--- src/rtl/uart_pkg.sv ---
// Shared UART definitions: FSM state encoding, parity selectors, line levels.
// Pure declarations, no logic.
// Imported by both the TX and RX paths so frame format stays consistent.
package uart_pkg;

  typedef enum logic [2:0] {
    IDLE   = 3'd0,
    START  = 3'd1,
    DATA   = 3'd2,
    PARITY = 3'd3,
    STOP   = 3'd4
  } tx_state_t;

  localparam logic PAR_EVEN  = 1'b0;
  localparam logic PAR_ODD   = 1'b1;

  localparam logic IDLE_LVL  = 1'b1;
  localparam logic START_LVL = 1'b0;

endpackage

--- src/rtl/uart_tx_serializer.sv ---
// Loadable LSB-first shift register with a count of bits already shifted out.
// ser_bit is the bit that the next shift will hand out; ser_done rises once
// DATA_WIDTH shifts have happened since the last load.
module uart_tx_serializer
  import uart_pkg::*;
#(
  parameter int DATA_WIDTH = 8
) (
  input  logic                  clk,
  input  logic                  rst,
  input  logic                  load,
  input  logic                  shift,
  input  logic [DATA_WIDTH-1:0] data,
  output logic                  ser_bit,
  output logic                  ser_done
);

  localparam int IDX_W = $clog2(DATA_WIDTH + 1);
  localparam logic [IDX_W-1:0] IDX_LAST = IDX_W'(DATA_WIDTH);

  logic [DATA_WIDTH-1:0] shreg_q, shreg_d;
  logic [IDX_W-1:0]      idx_q,   idx_d;

  // Load replaces the word and restarts the count; shift drops the LSB.
  always_comb begin
    shreg_d = shreg_q;
    idx_d   = idx_q;
    if (load) begin
      shreg_d = data;
      idx_d   = '0;
    end else if (shift) begin
      shreg_d = shreg_q >> 1;
      idx_d   = idx_q + IDX_W'(1);
    end
  end

  // Shift register and bit index state.
  always_ff @(posedge clk or posedge rst) begin
    if (rst) begin
      shreg_q <= '0;
      idx_q   <= '0;
    end else begin
      shreg_q <= shreg_d;
      idx_q   <= idx_d;
    end
  end

  assign ser_bit  = shreg_q[0];
  assign ser_done = (idx_q == IDX_LAST);

endmodule

--- src/rtl/uart_tx.sv ---
// UART transmitter: start bit, LSB-first data, optional parity, one stop bit.
// tx_out/busy are registered; the start bit appears the cycle after data_valid.
// Requests are ignored while busy; one idle cycle separates consecutive frames.
module uart_tx
  import uart_pkg::*;
#(
  parameter int DATA_WIDTH   = 8,
  parameter int CLKS_PER_BIT = 16
) (
  input  logic                  clk,
  input  logic                  rst,
  input  logic [DATA_WIDTH-1:0] p_data,
  input  logic                  data_valid,
  input  logic                  par_en,
  input  logic                  par_typ,
  output logic                  tx_out,
  output logic                  busy
);

  localparam int CNT_W = $clog2(CLKS_PER_BIT) + 1;
  localparam logic [CNT_W-1:0] CNT_LAST = CNT_W'(CLKS_PER_BIT - 1);

  tx_state_t             state_q,   state_d;
  logic [CNT_W-1:0]      cnt_q,     cnt_d;
  logic [DATA_WIDTH-1:0] data_q,    data_d;
  logic                  par_en_q,  par_en_d;
  logic                  par_typ_q, par_typ_d;
  logic                  tx_q,      tx_d;
  logic                  busy_q,    busy_d;

  logic ser_load;
  logic ser_shift;
  logic ser_bit;
  logic ser_done;
  logic bit_end;
  logic par_bit;

  uart_tx_serializer #(
    .DATA_WIDTH(DATA_WIDTH)
  ) u_ser (
    .clk      (clk),
    .rst      (rst),
    .load     (ser_load),
    .shift    (ser_shift),
    .data     (p_data),
    .ser_bit  (ser_bit),
    .ser_done (ser_done)
  );

  assign bit_end = (cnt_q == CNT_LAST);

  // Parity over the captured word; odd parity is the complement of even.
  assign par_bit = (par_typ_q == PAR_EVEN) ? (^data_q) : (~^data_q);

  // Next state, bit timer and next line level. The line level is computed for
  // the state being entered so tx_out can come straight from a flop.
  always_comb begin
    state_d   = state_q;
    cnt_d     = cnt_q;
    data_d    = data_q;
    par_en_d  = par_en_q;
    par_typ_d = par_typ_q;
    tx_d      = tx_q;
    ser_load  = 1'b0;
    ser_shift = 1'b0;

    case (state_q)
      IDLE: begin
        tx_d  = IDLE_LVL;
        cnt_d = '0;
        if (data_valid) begin
          data_d    = p_data;
          par_en_d  = par_en;
          par_typ_d = par_typ;
          ser_load  = 1'b1;
          state_d   = START;
          tx_d      = START_LVL;
        end
      end

      START: begin
        if (bit_end) begin
          // Hand the first data bit to the line as we enter DATA.
          cnt_d     = '0;
          state_d   = DATA;
          ser_shift = 1'b1;
          tx_d      = ser_bit;
        end else begin
          cnt_d = cnt_q + CNT_W'(1);
        end
      end

      DATA: begin
        if (bit_end) begin
          cnt_d = '0;
          if (ser_done) begin
            if (par_en_q) begin
              state_d = PARITY;
              tx_d    = par_bit;
            end else begin
              state_d = STOP;
              tx_d    = IDLE_LVL;
            end
          end else begin
            ser_shift = 1'b1;
            tx_d      = ser_bit;
          end
        end else begin
          cnt_d = cnt_q + CNT_W'(1);
        end
      end

      PARITY: begin
        if (bit_end) begin
          cnt_d   = '0;
          state_d = STOP;
          tx_d    = IDLE_LVL;
        end else begin
          cnt_d = cnt_q + CNT_W'(1);
        end
      end

      STOP: begin
        if (bit_end) begin
          cnt_d   = '0;
          state_d = IDLE;
          tx_d    = IDLE_LVL;
        end else begin
          cnt_d = cnt_q + CNT_W'(1);
        end
      end

      default: begin
        state_d = IDLE;
        cnt_d   = '0;
        tx_d    = IDLE_LVL;
      end
    endcase

    busy_d = (state_d != IDLE);
  end

  // State, timer, captured request and registered outputs.
  always_ff @(posedge clk or posedge rst) begin
    if (rst) begin
      state_q   <= IDLE;
      cnt_q     <= '0;
      data_q    <= '0;
      par_en_q  <= 1'b0;
      par_typ_q <= PAR_EVEN;
      tx_q      <= IDLE_LVL;
      busy_q    <= 1'b0;
    end else begin
      state_q   <= state_d;
      cnt_q     <= cnt_d;
      data_q    <= data_d;
      par_en_q  <= par_en_d;
      par_typ_q <= par_typ_d;
      tx_q      <= tx_d;
      busy_q    <= busy_d;
    end
  end

  assign tx_out = tx_q;
  assign busy   = busy_q;

endmodule

--- config.mk ---
export PLATFORM = sky130hd
export DESIGN_NAME = uart_tx
export DESIGN_NICKNAME = d
export VERILOG_FILES = /design/src/rtl/uart_pkg.sv /design/src/rtl/uart_tx_serializer.sv /design/src/rtl/uart_tx.sv
export SDC_FILE = /design/constraint.sdc
export NUM_CORES = 1
export LEC_CHECK = 0
export CAP_MARGIN = 10
export CORE_MARGIN = 4
export CORE_UTILIZATION = 60
export CTS_CLUSTER_DIAMETER = 50
export CTS_CLUSTER_SIZE = 20
export DETAILED_ROUTE_END_ITERATION = 10
export DONT_BUFFER_PORTS = 1
export PLACE_DENSITY = 0.76
export SLEW_MARGIN = 5
export SYNTH_ARGS = -nofsm -noshare
export SYNTH_HDL_FRONTEND = slang
export SYNTH_HIERARCHICAL = 1
export SYNTH_SLANG_ARGS = --single-unit
--- constraint.sdc ---
create_clock -name clk -period 2.4 [get_ports clk]
set_input_delay 0.48 -clock clk [delete_from_list [all_inputs] [get_ports clk]]
set_output_delay 0.48 -clock clk [all_outputs]
set_load 0.005 [all_outputs]
==> impl_metrics.py, run 1 <==
metrics = {
    "route": {
        "first_iter_violations": 19,
        "drt_pass1_iterations": 4,
        "drc": 0,
        "via_per_inst": 5.525,
        "dr_total_vias": 978,
        "antenna_left": 0,
        "wl_per_cell_um": 14.71,
        "drt-total-wl_mm": 2.604,
    },
    "sta": {
        "rsz0062_at_grt": "false",
        "finalClockSkew_ns": 0.004499,
        "finalHoldViolCount": 0,
        "worstMarginPinSlew_ns": 0.7448,
        "final.setup.tns_ns": 0,
        "period_share": 0.7930,
        "finalCriticalPeriod_ns": 1.903,
        "fmax_ghz": 0.5254,
        "maxSlewHeadroom": 0.5029,
        "setup_viol": 0,
        "slew_violations": 0,
    },
    "die": {
        "die_y_um": 59.14,
        "io_pins": 15,
        "core_area_mm2": 0.002477,
        "initial_core_util": 0.6333,
        "die_w_um": 59.14,
        "die_area_mm2": 0.003497,
        "row_count": 18,
    },
    "cts": {
        "clk_pin_slew_ns": 0.10,
        "cts_root_buf": "clkbuf_4",
        "hold_buffers": 0,
        "numCtsBuffers": 5,
        "cts_tree": "done",
        "clock_path_buffers": 2,
        "insertion_delay_ns": 0.33,
        "post_cts_resized": 0,
        "cts_setup_buffers": 0,
        "cts_sinks": 32,
        "cts.htree.levels": 2,
    },
    "synthesis": {
        "ys_types": 38,
        "ys_warn_count": 6,
        "syn_area_mm2": 0.001569,
        "syn_inst": 141,
        "ys_ff_latch": 32,
        "synth_edf_count": 0,
        "avgSynthCellArea_um2": 11.13,
        "synth-seq-area-share": 0.5112,
        "async_flop_share": 1.000,
        "ys_dominant_reg_cell": "dfrtp_1",
        "syn_nets": 157,
    },
    "worst_setup_path": {
        "crit_path_start_kind": "flip-flop",
        "cp_data_required_time_ns": 2.62,
        "critPathMaxFanout": 8,
        "critPathArrivalTime_ns": 2.12,
        "cp-end-kind": "flip-flop",
        "rr_worst_depth": 9,
        "crit_type": "reg -> reg",
    },
    "place": {
        "postPlaceCellArea_mm2": 0.001595,
        "place_congestion": 0.7314,
        "dp_cells": 169,
        "dpl.hpwl_mm": 1.944,
        "port_buffers": 0,
    },
    "global_route": {
        "grt_usage": 0.1784,
        "grt_max_degree": 32,
        "grt.overflow.total": 0,
        "grt_antenna_before_repair": 0,
        "first_global_vias": 1068,
        "grt_pass1_wl_mm": 4.533,
    },
    "pwr": {
        "max-vdd-ir-drop_mv": 1.280,
        "power_density_mw_per_mm2": 1339,
        "leakage_nw": 0.7410,
    },
    "cells_and_area": {
        "drive_above_1_share": 0.1633,
        "fillerInstances": 189,
        "area_growth_pct": 7.735,
        "fin_nets": 162,
        "fin_util": 0.6823,
        "postLayoutCellArea_mm2": 0.001690,
        "diodes": 0,
        "final_cells": 177,
    },
    "outcome": {
        "outcome": "completed",
    },
    "job": {
        "drv_cap": 0,
    },
    "hold_path": {
        "hp-class": "in -> async",
    },
}
-- sequential cells by signal (all words and copies together) (netlist names) --
register,count
busy,1
cnt_q,5
data_q,8
par_en_q,1
par_typ_q,1
state_q,3
tx_out,1
u_ser/idx_q,4
u_ser/shreg_q,8
-- synthesized netlist by cell type (2+ instances only) --
| master | n | area [µm²] |
|---|---|---|
| inv_1 | 6 | 22.52 |
| o21ai_0 | 4 | 20.02 |
| buf_6 | 2 | 22.52 |
| nand3b_1 | 2 | 15.01 |
| a21oi_1 | 4 | 20.02 |
| mux2_2 | 10 | 112.6 |
| nand2b_1 | 2 | 12.51 |
| ha_1 | 3 | 37.54 |
| nor2_1 | 13 | 48.80 |
| o21ai_1 | 5 | 25.02 |
| a211oi_1 | 2 | 15.01 |
| dfrtp_1 | 31 | 775.7 |
| nand3_1 | 3 | 15.01 |
| xnor2_1 | 7 | 61.31 |
| mux2i_1 | 8 | 80.08 |
| xor2_1 | 4 | 35.03 |
| nand2_1 | 11 | 41.29 |
| nor2b_1 | 3 | 18.77 |
| nor3_1 | 2 | 10.01 |
-- layout by cell type (no fill, tap or decap), types with 2 or more instances in the layout --
master,Yosys,routed
xnor2_1,7,7
nand2b_1,2,2
nand3b_1,2,2
mux2_2,10,10
a211oi_1,2,2
a21oi_1,4,4
mux2i_1,8,8
buf_4,1,3
nand3_1,3,3
clkbuf_4,0,5
dfrtp_1,31,31
ha_1,3,3
o21ai_0,4,4
nor2b_1,3,3
nor2_1,13,13
xor2_1,4,4
clkbuf_8,0,2
inv_1,6,6
nand2_1,11,11
o21ai_1,5,5
-- per-stage QoR --
step	hold WS (ns)	setup WS [ns]	total power [mW]
4_1_cts	0.02113	0.4894	2.297
6_report	0.02617	0.4969	2.263
2_1_floorplan	0.3447	0.4774	1.661
3_3_place_gp	0.3883	0.5699	1.790
5_1_grt	0.04894	0.3551	2.445
3_5_place_dp	0.3929	0.5103	1.839
-- report_power, final --
part           switching (mW)  total (mW)  internal [mW]
clock                   0.175       0.451          0.276
sequential              0.196       0.986          0.790
combinational           0.365       0.826          0.461
total                   0.736        2.26           1.53
-- path summary, 6_finish.rpt --
path	slack, ns	startpoint	endpoint
worst max-delay path	0.50	u_ser/idx_q[0]$_DFFE_PP0P_	u_ser/idx_q[3]$_DFFE_PP0P_
worst min-delay path	0.03	rst	u_ser/idx_q[3]$_DFFE_PP0P_
worst max register to register	0.50	u_ser/idx_q[0]$_DFFE_PP0P_	u_ser/idx_q[3]$_DFFE_PP0P_
worst min register to register	0.46	cnt_q[0]$_DFF_PP0_	cnt_q[0]$_DFF_PP0_
max in group asynchronous	1.77	rst	data_q[3]$_DFFE_PP0P_
min in group clk	0.27	p_data[0]	u_ser/shreg_q[0]$_DFFE_PP0P_
-- cells by family (layout without fill, tap and decap cells) --
| kind of cell | after synthesis | in the layout | synth area share |
|---|---|---|---|
| compound gates | 20 | 20 | 0.07815 |
| xor+xnor | 12 | 12 | 0.07576 |
| fa+ha+maj | 3 | 3 | 0.02393 |
| buf+inv | 11 | 17 | 0.03907 |
| flops | 32 | 32 | 0.5112 |
| mux | 19 | 19 | 0.1300 |
| simple gates | 44 | 44 | 0.1420 |
-- cell type report --
class                           count  area [µm²]  area share
Sequential cell                    32       802.0      0.4745
Multi-Input combinational cell     98       710.7      0.4204
Clock buffer                        7       65.06     0.03849
Tap cell                           30       37.54     0.02221
Clock inverter                      1       30.03     0.01776
Timing Repair Buffer                3       22.52     0.01332
Inverter                            6       22.52     0.01332
-- worst max-delay path, cell delays in order, from the launching register on --
cell and delay (ns):
dfrtp_1 0.41, inv_1 0.06, ha_1 0.18, and3b_1 0.19, nor2_1 0.11, nor2_1 0.05, nor3_2 0.14, buf_4 0.20
nand4_1 0.12, mux2_1 0.32
-- routing by layer --
metal | vias to the layer above | wire length, µm | global-route usage
li1 | 497 | - | -
met1 | 461 | 1156 | 0.1903
met2 | 15 | 1259 | 0.3044
met3 | 5 | 140 | 0.07843
met4 | 0 | 48 | 0.07767
met5 | - | 0 | 0
Power figures use the tool's default switching activity.
==> run 2, diff against run 1 <==
--- a/config.mk
+++ b/config.mk
@@ -7,12 +7,12 @@
 export LEC_CHECK = 0
 export CAP_MARGIN = 10
 export CORE_MARGIN = 4
-export CORE_UTILIZATION = 60
+export CORE_UTILIZATION = 55
 export CTS_CLUSTER_DIAMETER = 50
 export CTS_CLUSTER_SIZE = 20
 export DETAILED_ROUTE_END_ITERATION = 10
 export DONT_BUFFER_PORTS = 1
-export PLACE_DENSITY = 0.76
+export PLACE_DENSITY = 0.73
 export SLEW_MARGIN = 5
 export SYNTH_ARGS = -nofsm -noshare
 export SYNTH_HDL_FRONTEND = slang
==> constraint.sdc (replaced) <==
create_clock -name clk -period 1.7 [get_ports clk]
set_input_delay 0.34 -clock clk [delete_from_list [all_inputs] [get_ports clk]]
set_output_delay 0.34 -clock clk [all_outputs]
set_load 0.005 [all_outputs]
==> run 2 against run 1 <==
- the flow now finishes with violations (negative setup slack)
- register-to-register slack lost 0.52 ns
- worst hold slack gained 0.10 ns
- global-route usage shrank 0.19 points
- die area grew 7.8%
- clock skew grew 0.011 ns
- final area grew 3.3%
- sequential cell count is the same
- count of clock-buffer cells in the layout is the same
- first-iteration DRC count grew to 3.5 times the previous value
- largest cell class unchanged
==> impl_metrics.py, run 2 (synthesized netlist as in run 1, its figures left out) <==
metrics = {
    "global_route": {
        "use_met2": 0.2961,
        "grt_antenna_before_repair": 0,
        "grtUsageMet1": 0.1934,
        "grt_max_degree": 32,
        "grt.overflow.total": 0,
        "grtUsageMet3": 0.08176,
        "grt_usage": 0.1765,
        "first_global_vias": 1076,
        "grt-busiest-layer": "met2",
        "grt_pass1_wl_mm": 4.685,
    },
    "cells_and_area": {
        "fillerInstances": 234,
        "mostFrequentLayoutCells": "dfrtp_1, nor2_1, nand2_1, mux2_2, buf_4",
        "top_regs": "data_q (8), u_ser/shreg_q (8), cnt_q (5)",
        "final_common_cell": "dfrtp_1",
        "final_cells": 188,
        "area_growth_pct": 11.32,
        "fin_nets": 172,
        "postLayoutCellArea_mm2": 0.001747,
        "drive_above_1_share": 0.2102,
        "diodes": 0,
    },
    "worst_setup_path": {
        "crit_slowest_cell": "dfrtp_1",
        "crit_path_start_kind": "flip-flop",
        "worstPathCellList": "inv_1 > ha_2 > and3b_1 > nor2_1 > nor2_1 > nor3_2 > nand4_1 > mux2_4",
        "crit_type": "reg -> reg",
        "critPathMaxStageDelay_ns": 0.37,
        "critPathMaxFanout": 3,
        "crit_family": "simple AND/OR/NAND/NOR gates",
        "cp_data_required_time_ns": 1.92,
        "path_buf_inv": 1,
        "cp-end-kind": "flip-flop",
        "critPathArrivalTime_ns": 1.94,
        "cpMostUsedCell": "nor2_1",
    },
    "die": {
        "initial_core_util": 0.5739,
        "core_area_mm2": 0.002734,
        "die_w_um": 61.41,
        "die_y_um": 61.41,
        "die_area_mm2": 0.003771,
        "row_count": 19,
        "io_pins": 15,
    },
    "hold_path": {
        "hp-class": "in -> reg",
    },
    "cts": {
        "cts_tree": "done",
        "numCtsBuffers": 5,
        "clk_pin_slew_ns": 0.10,
        "cts_root_buf": "clkbuf_4",
        "cts_sinks": 32,
        "clock_path_buffers": 2,
        "cts.htree.levels": 2,
        "insertion_delay_ns": 0.34,
    },
    "sta": {
        "fmax_ghz": 0.5820,
        "worstMarginPinSlew_ns": 0.4435,
        "maxSlewHeadroom": 0.7040,
        "holdWs_ns": 0.1305,
        "setup_ws_ns": -0.01820,
        "setup_viol": 3,
        "finalHoldViolCount": 0,
        "period_share": 1.011,
        "slew_violations": 0,
        "rsz0062_at_grt": "true",
        "finalCriticalPeriod_ns": 1.718,
        "finalClockSkew_ns": 0.01596,
    },
    "route": {
        "drc": 0,
        "drt_pass1_iterations": 4,
        "via_per_inst": 5.516,
        "first_iter_violations": 66,
        "drt-total-wl_mm": 2.858,
        "wl_per_cell_um": 15.20,
        "dr_total_vias": 1037,
        "antenna_left": 0,
    },
    "place": {
        "dpl.hpwl_mm": 2.061,
        "postPlaceCellArea_mm2": 0.001664,
        "pre_cts_ws_ns": 0.0007511,
        "dp_cells": 177,
        "place_congestion": 0.7869,
        "port_buffers": 0,
    },
    "outcome": {
        "outcome": "finished with violations",
        "violations": "negative setup slack",
    },
    "job": {
        "drv_cap": 0,
    },
    "pwr": {
        "leakage_nw": 0.7732,
        "max-vdd-ir-drop_mv": 1.462,
        "power_density_mw_per_mm2": 1788,
    },
}
-- run 2: cell type report --
class,count,area (µm²),area share
flip-flops and latches,32,802.0,0.4592
multi-input cells,98,716.9,0.4105
repair buffers,13,116.4,0.06662
clock buffers,7,45.04,0.02579
well taps,31,38.79,0.02221
inverters,6,22.52,0.01289
clock inverters,1,5.005,0.002865
-- run 2: timing repair --
item,in CTS,in global routing
pin swaps,0,3
gates resized for setup,1,4
gates cloned,0,1
hold buffers,1,0
buffers inserted,0,1
endpoints found under the setup margin,6,10
endpoints found under the hold margin,31,0
-- run 2: where the power goes --
group / internal (mW) / switching, mW
logic: 0.756 / 0.567
registers: 1.12 / 0.267
clock network: 0.161 / 0.256
total: 2.03 / 1.09
-- run 2: worst paths after layout --
| path | slack [ns] | cells past startpoint | end | startpoint |
|---|---|---|---|---|
| max in group asynchronous | 0.92 | 2 | u_ser/idx_q[0]$_DFFE_PP0P_ | rst |
| worst max-delay path | -0.02 | 8 | u_ser/idx_q[3]$_DFFE_PP0P_ | u_ser/idx_q[1]$_DFFE_PP0P_ |
| min in group asynchronous | 0.45 | 2 | u_ser/shreg_q[7]$_DFFE_PP0P_ | rst |
| worst max register to register | -0.02 | 8 | u_ser/idx_q[3]$_DFFE_PP0P_ | u_ser/idx_q[1]$_DFFE_PP0P_ |
| worst min register to register | 0.46 | 1 | cnt_q[0]$_DFF_PP0_ | cnt_q[0]$_DFF_PP0_ |
| worst min-delay path | 0.13 | 2 | u_ser/shreg_q[6]$_DFFE_PP0P_ | p_data[6] |
-- run 2: per-stage QoR --
| step | power, mW | TNS, ns | util |
|---|---|---|---|
| 6_report | 3.123 | -0.02531 | 0.6389 |
| 5_1_grt | 3.369 | -0.8383 | 0.6389 |
| 4_1_cts | 3.119 | -0.003243 | 0.6320 |
| 3_5_place_dp | 2.693 | 0 | 0.6087 |
| 3_3_place_gp | 2.600 | 0 | 0.6087 |
| 2_1_floorplan | 2.352 | -0.1680 | - |
-- run 2: routing by layer --
layer | vias to the layer above | routed length (µm)
li1 | 515 | -
met1 | 499 | 1142
met2 | 21 | 1526
met3 | 2 | 170
met4 | 0 | 19
met5 | - | 0
-- run 2: worst register-to-register path: cells and delay by family, from the launching register on --
family                   cells  cell delay (ns)
adder cells (fa/ha/maj)      1             0.16
multiplexers                 1             0.32
AND/OR/NAND/NOR              5             0.72
buffers and inverters        1             0.05
flip-flops                   1             0.37
